==> src/rtl/ctrl_pkg.sv <==
// Shared definitions for the pipeline control path: control-bundle bit
// positions, the bubble value and the EX operand forwarding encodings.
package ctrl_pkg;

    localparam int CTRL_WIDTH     = 11;
    localparam int REG_ADDR_WIDTH = 5;

    // Bit positions inside the control bundle (MSB..LSB order of the decoder)
    localparam int CTRL_DEST_SEL_HI = 10;
    localparam int CTRL_DEST_SEL_LO = 9;
    localparam int CTRL_JUMP_TYPE   = 8;
    localparam int CTRL_ITYPE       = 7;
    localparam int CTRL_BRANCH      = 6;
    localparam int CTRL_MEM_WEN     = 5;
    localparam int CTRL_ALU_OP      = 4;
    localparam int CTRL_ALU_SRC_A   = 3;
    localparam int CTRL_ALU_SRC_B   = 2;
    localparam int CTRL_REG_WEN     = 1;
    localparam int CTRL_MEM_READ    = 0;

    // All-zero bundle: no register write, no memory access
    localparam logic [CTRL_WIDTH-1:0] BUBBLE = '0;

    typedef enum logic [1:0] {
        FWD_RF  = 2'b00,
        FWD_WB  = 2'b01,
        FWD_MEM = 2'b10
    } fwd_sel_e;

endpackage

==> src/rtl/ctrl_pipe_hazard_fwd_unit.sv <==
// Forwarding compare for one EX operand: youngest matching producer wins,
// loads sitting in MEM are skipped because the load-use stall covers them.
module fwd_unit
    import ctrl_pkg::*;
#(
    parameter int REG_ADDR_W = REG_ADDR_WIDTH
) (
    input  logic [REG_ADDR_W-1:0] rs_i,
    input  logic                  mem_reg_wen_i,
    input  logic                  mem_mem_read_i,
    input  logic [REG_ADDR_W-1:0] mem_rd_i,
    input  logic                  wb_reg_wen_i,
    input  logic [REG_ADDR_W-1:0] wb_rd_i,
    output logic [1:0]            fwd_o
);

    logic mem_hit;
    logic wb_hit;

    assign mem_hit = mem_reg_wen_i && !mem_mem_read_i &&
                     (mem_rd_i != '0) && (mem_rd_i == rs_i);
    assign wb_hit  = wb_reg_wen_i && (wb_rd_i != '0) && (wb_rd_i == rs_i);

    always_comb begin
        fwd_o = FWD_RF;
        if (mem_hit) begin
            fwd_o = FWD_MEM;
        end else if (wb_hit) begin
            fwd_o = FWD_WB;
        end
    end

endmodule

==> src/rtl/ctrl_pipe_hazard.sv <==
// Control-side pipeline: carries decoded bundles ID->EX->MEM->WB, inserts
// load-use bubbles, flushes on redirect and drives EX forwarding selects.
module ctrl_pipe_hazard
    import ctrl_pkg::*;
#(
    parameter int REG_ADDR_W = REG_ADDR_WIDTH,
    parameter int CTRL_W     = CTRL_WIDTH
) (
    input  logic                  clk_I,
    input  logic                  rstN_I,
    input  logic [CTRL_W-1:0]     idCtrl_I,
    input  logic [REG_ADDR_W-1:0] idRs1_I,
    input  logic [REG_ADDR_W-1:0] idRs2_I,
    input  logic [REG_ADDR_W-1:0] idRd_I,
    input  logic                  redirect_I,
    input  logic                  memBusy_I,
    output logic [CTRL_W-1:0]     exCtrl_O,
    output logic [CTRL_W-1:0]     memCtrl_O,
    output logic [CTRL_W-1:0]     wbCtrl_O,
    output logic [REG_ADDR_W-1:0] exRd_O,
    output logic [REG_ADDR_W-1:0] memRd_O,
    output logic [REG_ADDR_W-1:0] wbRd_O,
    output logic [1:0]            fwdA_O,
    output logic [1:0]            fwdB_O,
    output logic                  stall_O,
    output logic                  flushIfId_O
);

    logic [CTRL_W-1:0]     ex_ctrl_q, ex_ctrl_d;
    logic [CTRL_W-1:0]     mem_ctrl_q, mem_ctrl_d;
    logic [CTRL_W-1:0]     wb_ctrl_q, wb_ctrl_d;
    logic [REG_ADDR_W-1:0] ex_rd_q, ex_rd_d;
    logic [REG_ADDR_W-1:0] mem_rd_q, mem_rd_d;
    logic [REG_ADDR_W-1:0] wb_rd_q, wb_rd_d;
    logic [REG_ADDR_W-1:0] ex_rs1_q, ex_rs1_d;
    logic [REG_ADDR_W-1:0] ex_rs2_q, ex_rs2_d;
    logic                  load_use;
    logic                  stall_c;
    logic                  flush_c;

    // Both sources compared regardless of instruction format
    assign load_use = ex_ctrl_q[CTRL_MEM_READ] && (ex_rd_q != '0) &&
                      ((ex_rd_q == idRs1_I) || (ex_rd_q == idRs2_I));

    always_comb begin
        ex_ctrl_d  = ex_ctrl_q;
        mem_ctrl_d = mem_ctrl_q;
        wb_ctrl_d  = wb_ctrl_q;
        ex_rd_d    = ex_rd_q;
        mem_rd_d   = mem_rd_q;
        wb_rd_d    = wb_rd_q;
        ex_rs1_d   = ex_rs1_q;
        ex_rs2_d   = ex_rs2_q;
        stall_c    = 1'b0;
        flush_c    = 1'b0;

        if (memBusy_I) begin
            // Frozen pipe: a pending redirect stays in EX and re-presents later
            stall_c = 1'b1;
        end else begin
            mem_ctrl_d = ex_ctrl_q;
            mem_rd_d   = ex_rd_q;
            wb_ctrl_d  = mem_ctrl_q;
            wb_rd_d    = mem_rd_q;
            if (redirect_I || load_use) begin
                ex_ctrl_d = BUBBLE;
                ex_rd_d   = '0;
                ex_rs1_d  = '0;
                ex_rs2_d  = '0;
                flush_c   = redirect_I;
                stall_c   = !redirect_I;
            end else begin
                ex_ctrl_d = idCtrl_I;
                ex_rd_d   = idRd_I;
                ex_rs1_d  = idRs1_I;
                ex_rs2_d  = idRs2_I;
            end
        end
    end

    always_ff @(posedge clk_I or negedge rstN_I) begin
        if (!rstN_I) begin
            ex_ctrl_q  <= BUBBLE;
            mem_ctrl_q <= BUBBLE;
            wb_ctrl_q  <= BUBBLE;
            ex_rd_q    <= '0;
            mem_rd_q   <= '0;
            wb_rd_q    <= '0;
            ex_rs1_q   <= '0;
            ex_rs2_q   <= '0;
        end else begin
            ex_ctrl_q  <= ex_ctrl_d;
            mem_ctrl_q <= mem_ctrl_d;
            wb_ctrl_q  <= wb_ctrl_d;
            ex_rd_q    <= ex_rd_d;
            mem_rd_q   <= mem_rd_d;
            wb_rd_q    <= wb_rd_d;
            ex_rs1_q   <= ex_rs1_d;
            ex_rs2_q   <= ex_rs2_d;
        end
    end

    fwd_unit #(.REG_ADDR_W(REG_ADDR_W)) u_fwd_a (
        .rs_i          (ex_rs1_q),
        .mem_reg_wen_i (mem_ctrl_q[CTRL_REG_WEN]),
        .mem_mem_read_i(mem_ctrl_q[CTRL_MEM_READ]),
        .mem_rd_i      (mem_rd_q),
        .wb_reg_wen_i  (wb_ctrl_q[CTRL_REG_WEN]),
        .wb_rd_i       (wb_rd_q),
        .fwd_o         (fwdA_O)
    );

    fwd_unit #(.REG_ADDR_W(REG_ADDR_W)) u_fwd_b (
        .rs_i          (ex_rs2_q),
        .mem_reg_wen_i (mem_ctrl_q[CTRL_REG_WEN]),
        .mem_mem_read_i(mem_ctrl_q[CTRL_MEM_READ]),
        .mem_rd_i      (mem_rd_q),
        .wb_reg_wen_i  (wb_ctrl_q[CTRL_REG_WEN]),
        .wb_rd_i       (wb_rd_q),
        .fwd_o         (fwdB_O)
    );

    assign exCtrl_O    = ex_ctrl_q;
    assign memCtrl_O   = mem_ctrl_q;
    assign wbCtrl_O    = wb_ctrl_q;
    assign exRd_O      = ex_rd_q;
    assign memRd_O     = mem_rd_q;
    assign wbRd_O      = wb_rd_q;
    assign stall_O     = stall_c;
    assign flushIfId_O = flush_c;

endmodule

==> config.mk <==
export PLATFORM = sky130hd
export DESIGN_NAME = ctrl_pipe_hazard
export DESIGN_NICKNAME = d
export VERILOG_FILES = /design/src/rtl/ctrl_pkg.sv /design/src/rtl/ctrl_pipe_hazard_fwd_unit.sv /design/src/rtl/ctrl_pipe_hazard.sv
export SDC_FILE = /design/constraint.sdc
export NUM_CORES = 1
export LEC_CHECK = 0
export ABC_AREA = 1
export CAP_MARGIN = 30
export CORE_MARGIN = 1
export CORE_UTILIZATION = 53
export CTS_BUF_LIST = sky130_fd_sc_hd__clkbuf_8
export CTS_CLUSTER_DIAMETER = 150
export DETAILED_ROUTE_END_ITERATION = 7
export HOLD_SLACK_MARGIN = 0.02
export PLACE_DENSITY = 0.95
export RECOVER_POWER = 50
export SLEW_MARGIN = 20
export SYNTH_ARGS = -nofsm -noshare
export SYNTH_HDL_FRONTEND = slang
export SYNTH_SLANG_ARGS = --single-unit
==> constraint.sdc <==
create_clock -name clk_I -period 3.71 [get_ports clk_I]
set_clock_uncertainty 0.05 [all_clocks]
set_input_delay 0.742 -clock clk_I [delete_from_list [all_inputs] [get_ports clk_I]]
set_output_delay 0.742 -clock clk_I [all_outputs]
set_load 0.1 [all_outputs]
==> impl_summary.txt, run 1 <==
----------------------------------------------------
[Synthesis]
  Cell type with the largest total area after synthesis ... dfrtp_1
  #FFs+latches synth ... between 50 and 60
  Dominant cells by area after synthesis ... dfrtp_1, nand2_1, inv_1
  EDFF count, synth ... 0
  Number of distinct library cells after synthesis ... 20
  Top-area cell type share of the netlist area ... between 40% and 50%
  Share of flip-flops with an asynchronous set or reset ... between 90% and 100%
  Post-synthesis instance area ... approximately 2900 sq um
  Cell with the most instances after synthesis ... nand2_1
  Number of nets in the synthesized netlist ... a little over 400
  Synthesized netlist cell count ... ~380
  Top flip-flop cell by instance count after synthesis ... dfrtp_1
  Sequential fraction of the synthesis area ... 49.32%
  Commonest cells in the synthesized netlist ... nand2_1, dfrtp_1, inv_1, nor2_1, o21ai_0
  Yosys synthesis warning count ... 0
  Average instance area after synthesis ... between 7 and 8 sq um

[Job]
  # Max-Cap Violations ... 2

[Timing]
  Minimum period implied by the final worst setup slack ... 3.214 ns
  Slew @ Worst Pin ... ~1.8 ns
  Unrepaired setup endpoints after global routing ... no
  Sum Neg Setup Slack ... 0 ns
  Final number of max-transition violations ... ~80
  Relative max-transition margin ... -21.75%
  Final Hold Viols ... 0
  Max Clock Freq ... ~310 MHz
  Setup-failing EPs final ... 0
  Period utilisation layout ... 86.64%

[Power and ir drop]
  Net switching power ... 0.0008737 W
  Power Dens Cells ... between 500 and 600 nW/um^2
  Sequential share of power ... a little over a third
  Clock network fraction of total power ... a little under a third
  Total power ... between 0.002 and 0.0025 W
  Switching fraction of total power ... ~40%
  Logic gate share of total power ... between 30% and 40%
  Static leakage power ... between 1.5 and 2 nW
  Internal power of the cells ... roughly 0.0013 W
  Worst IR drop on VDD ... 0.2796 mV

[Layout]
  Area grow syn2layout ... 35.29%
  Share of final-layout standard cells stronger than drive strength 1 ... under 10%
  Antenna Cells ... 0
  Finished Layout Cells ... between 500 and 600
  Share of the core filled with cells ... between 70% and 80%
  Final net count ... just under 500
  Fill count ... approximately 360

[CTS]
  Post-CTS setup buffer count ... 0
  Post-CTS resize count ... 0
  Total number of clock tree sinks ... 58
  CTS Buf Count ... 9
  Depth of the CTS H-tree ... 3
  Cell chosen for the clock root ... clkbuf_8
  CTS max path bufs ... 2
  Clock transition at the register clock pins on the worst setup and hold paths after CTS ... around 0.070 ns
  Quantity of hold-fixing buffers added after cts ... 0
  Insertion delay to the later sink of the worst-skew pair ... roughly 0.33 ns
  TritonCTS clock tree ... built

[Floorplanning]
  Area of the die ... slightly below 6000 sq um
  Site Rows ... 26
  Die X-Extent ... between 70 and 80 um
  Placeable core region ... 5238 sq um
  Count of boundary I/O pins ... 84
  Effective utilization at floorplan ... between 50 and 60%
  Height of the die ... roughly 77 um

[Worst setup path]
  Reg-to-Reg End ... exCtrl_O[2]
  CP max stage delay ... 0.52 ns
  Critical Path End Type ... output port
  Most common cell type on the critical path ... nor2_1
  Startpoint of the most critical register-to-register path ... exRd_O[1]
  Critical path required time ... ~2.9 ns
  CP max FO ... 27
  Count of cells along the worst register-to-register path ... 7
  CP max stage cell ... clkdlybuf4s50_1
  Critical-path cell list ... clkdlybuf4s50_1 -> nand2_1 -> inv_1 -> nor2_1 -> nor2_1 -> nand3_1 -> nand2_2 -> nand2_4 -> o21ai_1 -> buf_12
  Flop2flop setup slack ... between 2 and 2.5 ns
  Category of the most critical setup path ... in2out
  Critical path launch point type ... input pin
  Worst path arrival time ... between 2 and 2.5 ns

[Detailed routing]
  Total DRC errors in the routed layout ... 0
  Detailed Routing Iterations Pass 1 ... 7
  Violation count after the first detailed-routing iteration ... roughly 220
  Routed length per placed instance ... ~15 um
  DR vias/cell ... ~5.3
  Total routed wirelength ... between 7000 and 8000 um
  Vias ... around 2800
  Number of nets still failing antenna checks after routing ... 0

[Hold path]
  Hold-critical path depth ... 2
  Endpoint of the worst hold-timing path ... wbCtrl_O[9]
  Hold WC Path Type ... reg2reg
  Worst hold start ... wbCtrl_O[9]

[Global route]
  Number of global-route vias before repair ... 2740
  Most utilized layer in the global route result ... met2
  Global Route Usage Sum ... around 28%
  Total grt overflow ... 0
  Met2 Track Usage GR ... a little under half
  Met3 track utilization from global routing ... between 4 and 5%
  Met1 track utilization from global routing ... between 30% and 40%
  Pin count of the biggest net entering global routing ... between 50 and 60
  Global-route wire length before repair ... ~13000 um
  Number of antenna violations at the first check in global routing ... 0

[Placed design]
  HPWL reported at the end of detailed placement ... about 5300 um
  Placer congestion estimate ... between 0.9 and 1
  Total of buffers placed on input and output ports ... 83
  Placed cells ... about 510

[Outcome]
  Run status ... complete, but fails checks
  Violated checks ... capacitance limit, slew limit

----------------------------------------------------
## cells in the final DEF (no fill, tap or decap)
master	instances
clkdlybuf4s50_1	75
xnor2_1	18
nand3_1	25
inv_2	4
clkinv_2	1
nand2_1	113
buf_4	5
o21ai_0	32
xor2_1	4
clkbuf_1	4
nor3_1	4
nand2_2	1
nand3_2	6
buf_12	2
bufinv_16	2
o21ai_1	1
nand2_4	1
dfrtp_1	58
clkinvlp_4	1
nand4_1	4
clkbuf_8	12
nor2_1	38
clkbuf_2	1
inv_1	45
## cells by family (layout without fill, tap and decap cells)
family,count (synthesis),after routing,share of synthesized area [%]
simple gates,192,192,27.68
buf+inv,71,152,10.84
compound gates,33,33,5.612
xor+xnor,22,22,6.547
flops,58,58,49.32
## critical path: cells and delay by family
kind | cells | cell delay (ns)
compound gates | 1 | 0.29
simple gates | 6 | 0.58
buf+inv | 3 | 0.79
## worst max-delay path by stage
stage,end,start
after floorplan,fwdB_O[0],wbRd_O[1]
final,stall_O,idRs2_I[0]
after global placement,stall_O,idRs2_I[4]
after global routing,wbCtrl_O[0],rstN_I
after CTS,stall_O,idRs2_I[0]
after detailed placement,stall_O,idRs2_I[0]
## power groups by stage
stage | Sequential, W | Clock [W] | Combinational (W)
finish | 0.000757 | 0.000686 | 0.000741
global route | 0.000766 | 0.000708 | 0.000774
CTS | 0.000756 | 0.000683 | 0.000742
detailed placement | 0.000767 | 0 | 0.000736
global placement | 0.000762 | 0 | 0.000722
floorplan | 0.00110 | 0 | 0.000203
## flip-flops by register name, indices dropped and copies added, names as in the netlist
| signal | cells |
|---|---|
| wbRd_O | 5 |
| ex_rs1_q | 5 |
| exCtrl_O | 11 |
| memCtrl_O | 11 |
| memRd_O | 5 |
| ex_rs2_q | 5 |
| exRd_O | 5 |
| wbCtrl_O | 11 |
## area by class of cell
class	count	area [sq um]	area share, %
flip-flops and latches	58	1451	36.45
clock inverters	4	72.57	1.823
well taps	70	87.58	2.200
clock buffers	12	165.2	4.148
repair buffers	87	848.3	21.31
multi-input cells	247	1172	29.45
inverters	49	183.9	4.620
## metal layers
layer  vias to the layer above  wire, um
met1                      1325      3108
met4                         0       219
met2                       154      3835
li1                       1303         -
met3                        24       547
met5                         -         0
## through the flow
stage	cell area, sq um	setup WS [ns]	hold slack, ns
floorplan	2943	-0.4762	0.3964
CTS	3994	0.5110	0.4427
global route	3981	0.2558	0.4893
detailed placement	3756	0.5163	0.4222
global placement	3756	0.5953	0.4179
finish	3981	0.4957	0.4355
Power figures use the tool's default switching activity.
==> inputs of run 2 (changes only) <==
--- a/config.mk
+++ b/config.mk
@@ -8,12 +8,11 @@
 export ABC_AREA = 1
 export CAP_MARGIN = 30
 export CORE_MARGIN = 1
-export CORE_UTILIZATION = 53
-export CTS_BUF_LIST = sky130_fd_sc_hd__clkbuf_8
+export CORE_UTILIZATION = 51
 export CTS_CLUSTER_DIAMETER = 150
 export DETAILED_ROUTE_END_ITERATION = 7
 export HOLD_SLACK_MARGIN = 0.02
-export PLACE_DENSITY = 0.95
+export PLACE_DENSITY = 0.92
 export RECOVER_POWER = 50
 export SLEW_MARGIN = 20
 export SYNTH_ARGS = -nofsm -noshare
==> run 2 against run 1 <==
Compared with the run above:
- wire length fell by 2.4%
- register-to-register slack worse by 0.15 ns
- critical endpoint unchanged
- die area up 3.8%
- worst setup slack worse by 0.070 ns
- final cell count grew 0.38%
- the run still ends with capacitance limit, slew limit left
- clock power is 11% lower
- via count shrank 3.0%
- utilization down 4.7 points
- critical path depth unchanged
- worst hold slack got worse by 0.17 ns
- total power shrank 3.6%
- fmax decreased by 2.1%
==> impl_summary.txt, run 2 (same netlist as run 1, synthesis figures left out) <==
----------------------------------------------------
[Detailed routing]
  Routed length per placed instance ... 14.23 um (-2.8%)
  Detailed Routing Iterations Pass 1 ... 6 (-1)
  Number of nets still failing antenna checks after routing ... 0 (unchanged)
  DR vias/cell ... 5.146 (-3.4%)
  Violation count after the first detailed-routing iteration ... 197 (-9.6%)
  Total routed wirelength ... 7526 um (-2.4%)
  Vias ... 2722 (-3.0%)
  Total DRC errors in the routed layout ... 0 (unchanged)

[Global route]
  Number of global-route vias before repair ... 2640 (-3.6%)
  Number of antenna violations at the first check in global routing ... 0 (unchanged)
  Met1 track utilization from global routing ... 34.41% (-2.4 points)
  Most utilized layer in the global route result ... met2
  Total grt overflow ... 0 (unchanged)
  Global Route Usage Sum ... 26.75% (-1.6 points)
  Global-route wire length before repair ... 12450 um (-4.3%)
  Met2 Track Usage GR ... 42.30% (-3.7 points)
  Met3 track utilization from global routing ... 7.647% (+3.3 points)
  Pin count of the biggest net entering global routing ... 59 (+16%)

[Worst setup path]
  Critical Path End Type ... output port
  Family with the most delay on the worst path ... buffers and inverters
  Number of buffers and inverters on the critical path ... 3 (unchanged)
  Worst path arrival time ... 2.49 ns (+0.07 ns)
  Critical path launch point type ... input pin
  Category of the most critical setup path ... in2out
  CP max stage delay ... 0.48 ns (-0.04 ns)
  Flop2flop setup slack ... 1.97 ns (-0.15 ns)
  Critical path required time ... 2.92 ns (about the same)
  CP max FO ... 27 (unchanged)
  Count of cells along the worst register-to-register path ... 9 (+2)
  Critical-path cell list ... clkdlybuf4s50_1 -> inv_1 -> nand2_1 -> nand2_1 -> nor2_1 -> nand3_1 -> nand2_2 -> nand2_4 -> o21ai_1 -> buf_12
  Most common cell type on the critical path ... nand2_1
  CP max stage cell ... clkdlybuf4s50_1
  Critical path depth in cells ... 10 (unchanged)

[Placed design]
  HPWL reported at the end of detailed placement ... 5016 um (-5.2%)
  Worst Setup Slack post-DPL ... 0.5427 ns (+0.02638 ns)
  Total of buffers placed on input and output ports ... 83 (unchanged)
  Placed cells ... 513 (+0.39%)
  Placer congestion estimate ... 0.8968 (-2.9%)

[CTS]
  Post-CTS setup buffer count ... 0 (unchanged)
  Total number of clock tree sinks ... 58 (unchanged)
  Post-CTS resize count ... 0 (unchanged)
  TritonCTS clock tree ... built
  Cell chosen for the clock root ... clkbuf_8
  Quantity of hold-fixing buffers added after cts ... 0 (unchanged)
  Clock transition at the register clock pins on the worst setup and hold paths after CTS ... 0.06 ns (about the same)
  Insertion delay to the later sink of the worst-skew pair ... 0.33 ns (about the same)
  Depth of the CTS H-tree ... 3 (unchanged)
  CTS max path bufs ... 2 (unchanged)
  CTS Buf Count ... 9 (unchanged)

[Timing]
  Unrepaired setup endpoints after global routing ... no
  Final number of max-transition violations ... 145 (+86%)
  Relative max-transition margin ... -44.44% (-23 points)
  Setup slack of the critical path after layout ... 0.4256 ns (-0.07005 ns)
  Slew @ Worst Pin ... 2.167 ns (+0.3404 ns)
  Minimum period implied by the final worst setup slack ... 3.284 ns (+0.07005 ns)
  Final Hold Viols ... 0 (unchanged)
  Setup-failing EPs final ... 0 (unchanged)
  Period utilisation layout ... 88.53% (+1.9 points)
  Max Clock Freq ... 304.5 MHz (-2.1%)

[Outcome]
  Run status ... complete, but fails checks
  Violated checks ... capacitance limit, slew limit

[Floorplanning]
  Height of the die ... 77.96 um (+1.9%)
  Effective utilization at floorplan ... 53.12% (-3.1 points)
  Count of boundary I/O pins ... 84 (unchanged)
  Placeable core region ... 5540 sq um (+5.8%)
  Die X-Extent ... 77.96 um (+1.9%)
  Area of the die ... 6078 sq um (+3.8%)
  Site Rows ... 27 (+3.8%)

[Layout]
  Area grow syn2layout ... 34.18%
  Final net count ... 483 (+0.21%)
  Most used cells in the layout excluding fill and tap cells ... nand2_1, clkdlybuf4s50_1, dfrtp_1
  Antenna Cells ... 0 (unchanged)
  Share of final-layout standard cells stronger than drive strength 1 ... 6.783% (-1.1 points)
  Finished Layout Cells ... 529 (+0.38%)
  Most common cell after layout, fill and taps aside ... nand2_1

[Power and ir drop]
  Static leakage power ... 1.953 nW (-1.0%)
  Power Dens Cells ... 532.9 nW/um^2 (-2.8%)
  Worst IR drop on VDD ... 0.3965 mV (+42%)

[Job]
  # Max-Cap Violations ... 3 (+1)

[Hold path]
  Hold WC Path Type ... in2async

----------------------------------------------------
==> run 2: routing by layer <==
| layer | part of all wire [%] | wire, um |
|---|---|---|
| met5 | 0 | 0 |
| met4 | 2.4 | 178 |
| met3 | 7.3 | 551 |
| met2 | 48 | 3647 |
| met1 | 42 | 3147 |
==> run 2: path summary, 6_finish.rpt <==
kind | startpoint | endpoint
max | idRs1_I[1] | stall_O
min | rstN_I | exCtrl_O[4]
max reg2reg | exRd_O[1] | ex_rs1_q[3]
min reg2reg | wbCtrl_O[0] | wbCtrl_O[0]
max in group asynchronous | rstN_I | wbCtrl_O[9]
min in group clk_I | wbCtrl_O[0] | wbCtrl_O[0]
==> run 2: area by class of cell <==
type,instances,area (sq um)
Inverter,49,183.9
Timing Repair Buffer,88,850.8
Multi-Input combinational cell,247,1172
Clock buffer,12,135.1
Clock inverter,3,65.06
Sequential cell,58,1451
Tap cell,72,90.09
Fill cell,404,1592
==> run 2: through the flow <==
step	hold slack (ns)	setup TNS, ns	instance area (sq um)	power [W]	util (%)
after floorplan	0.3964	-0.9783	2943	0.001304	-
final	0.2686	0	3949	0.002104	71.27
after global placement	0.4166	0	3759	0.001486	67.84
after CTS	0.4398	0	3959	0.002112	71.45
after global routing	0.2853	0	3949	0.002184	71.27
after detailed placement	0.4244	0	3759	0.001501	67.84
==> run 2: where the power goes <==
| part | leakage [nW] | total [W] | switching, W | internal (W) |
|---|---|---|---|---|
| Clock | 0.100 | 0.000609 | 0.000235 | 0.000374 |
| Combinational | 1.09 | 0.000738 | 0.000552 | 0.000187 |
| Sequential | 0.760 | 0.000757 | 0.0000647 | 0.000692 |
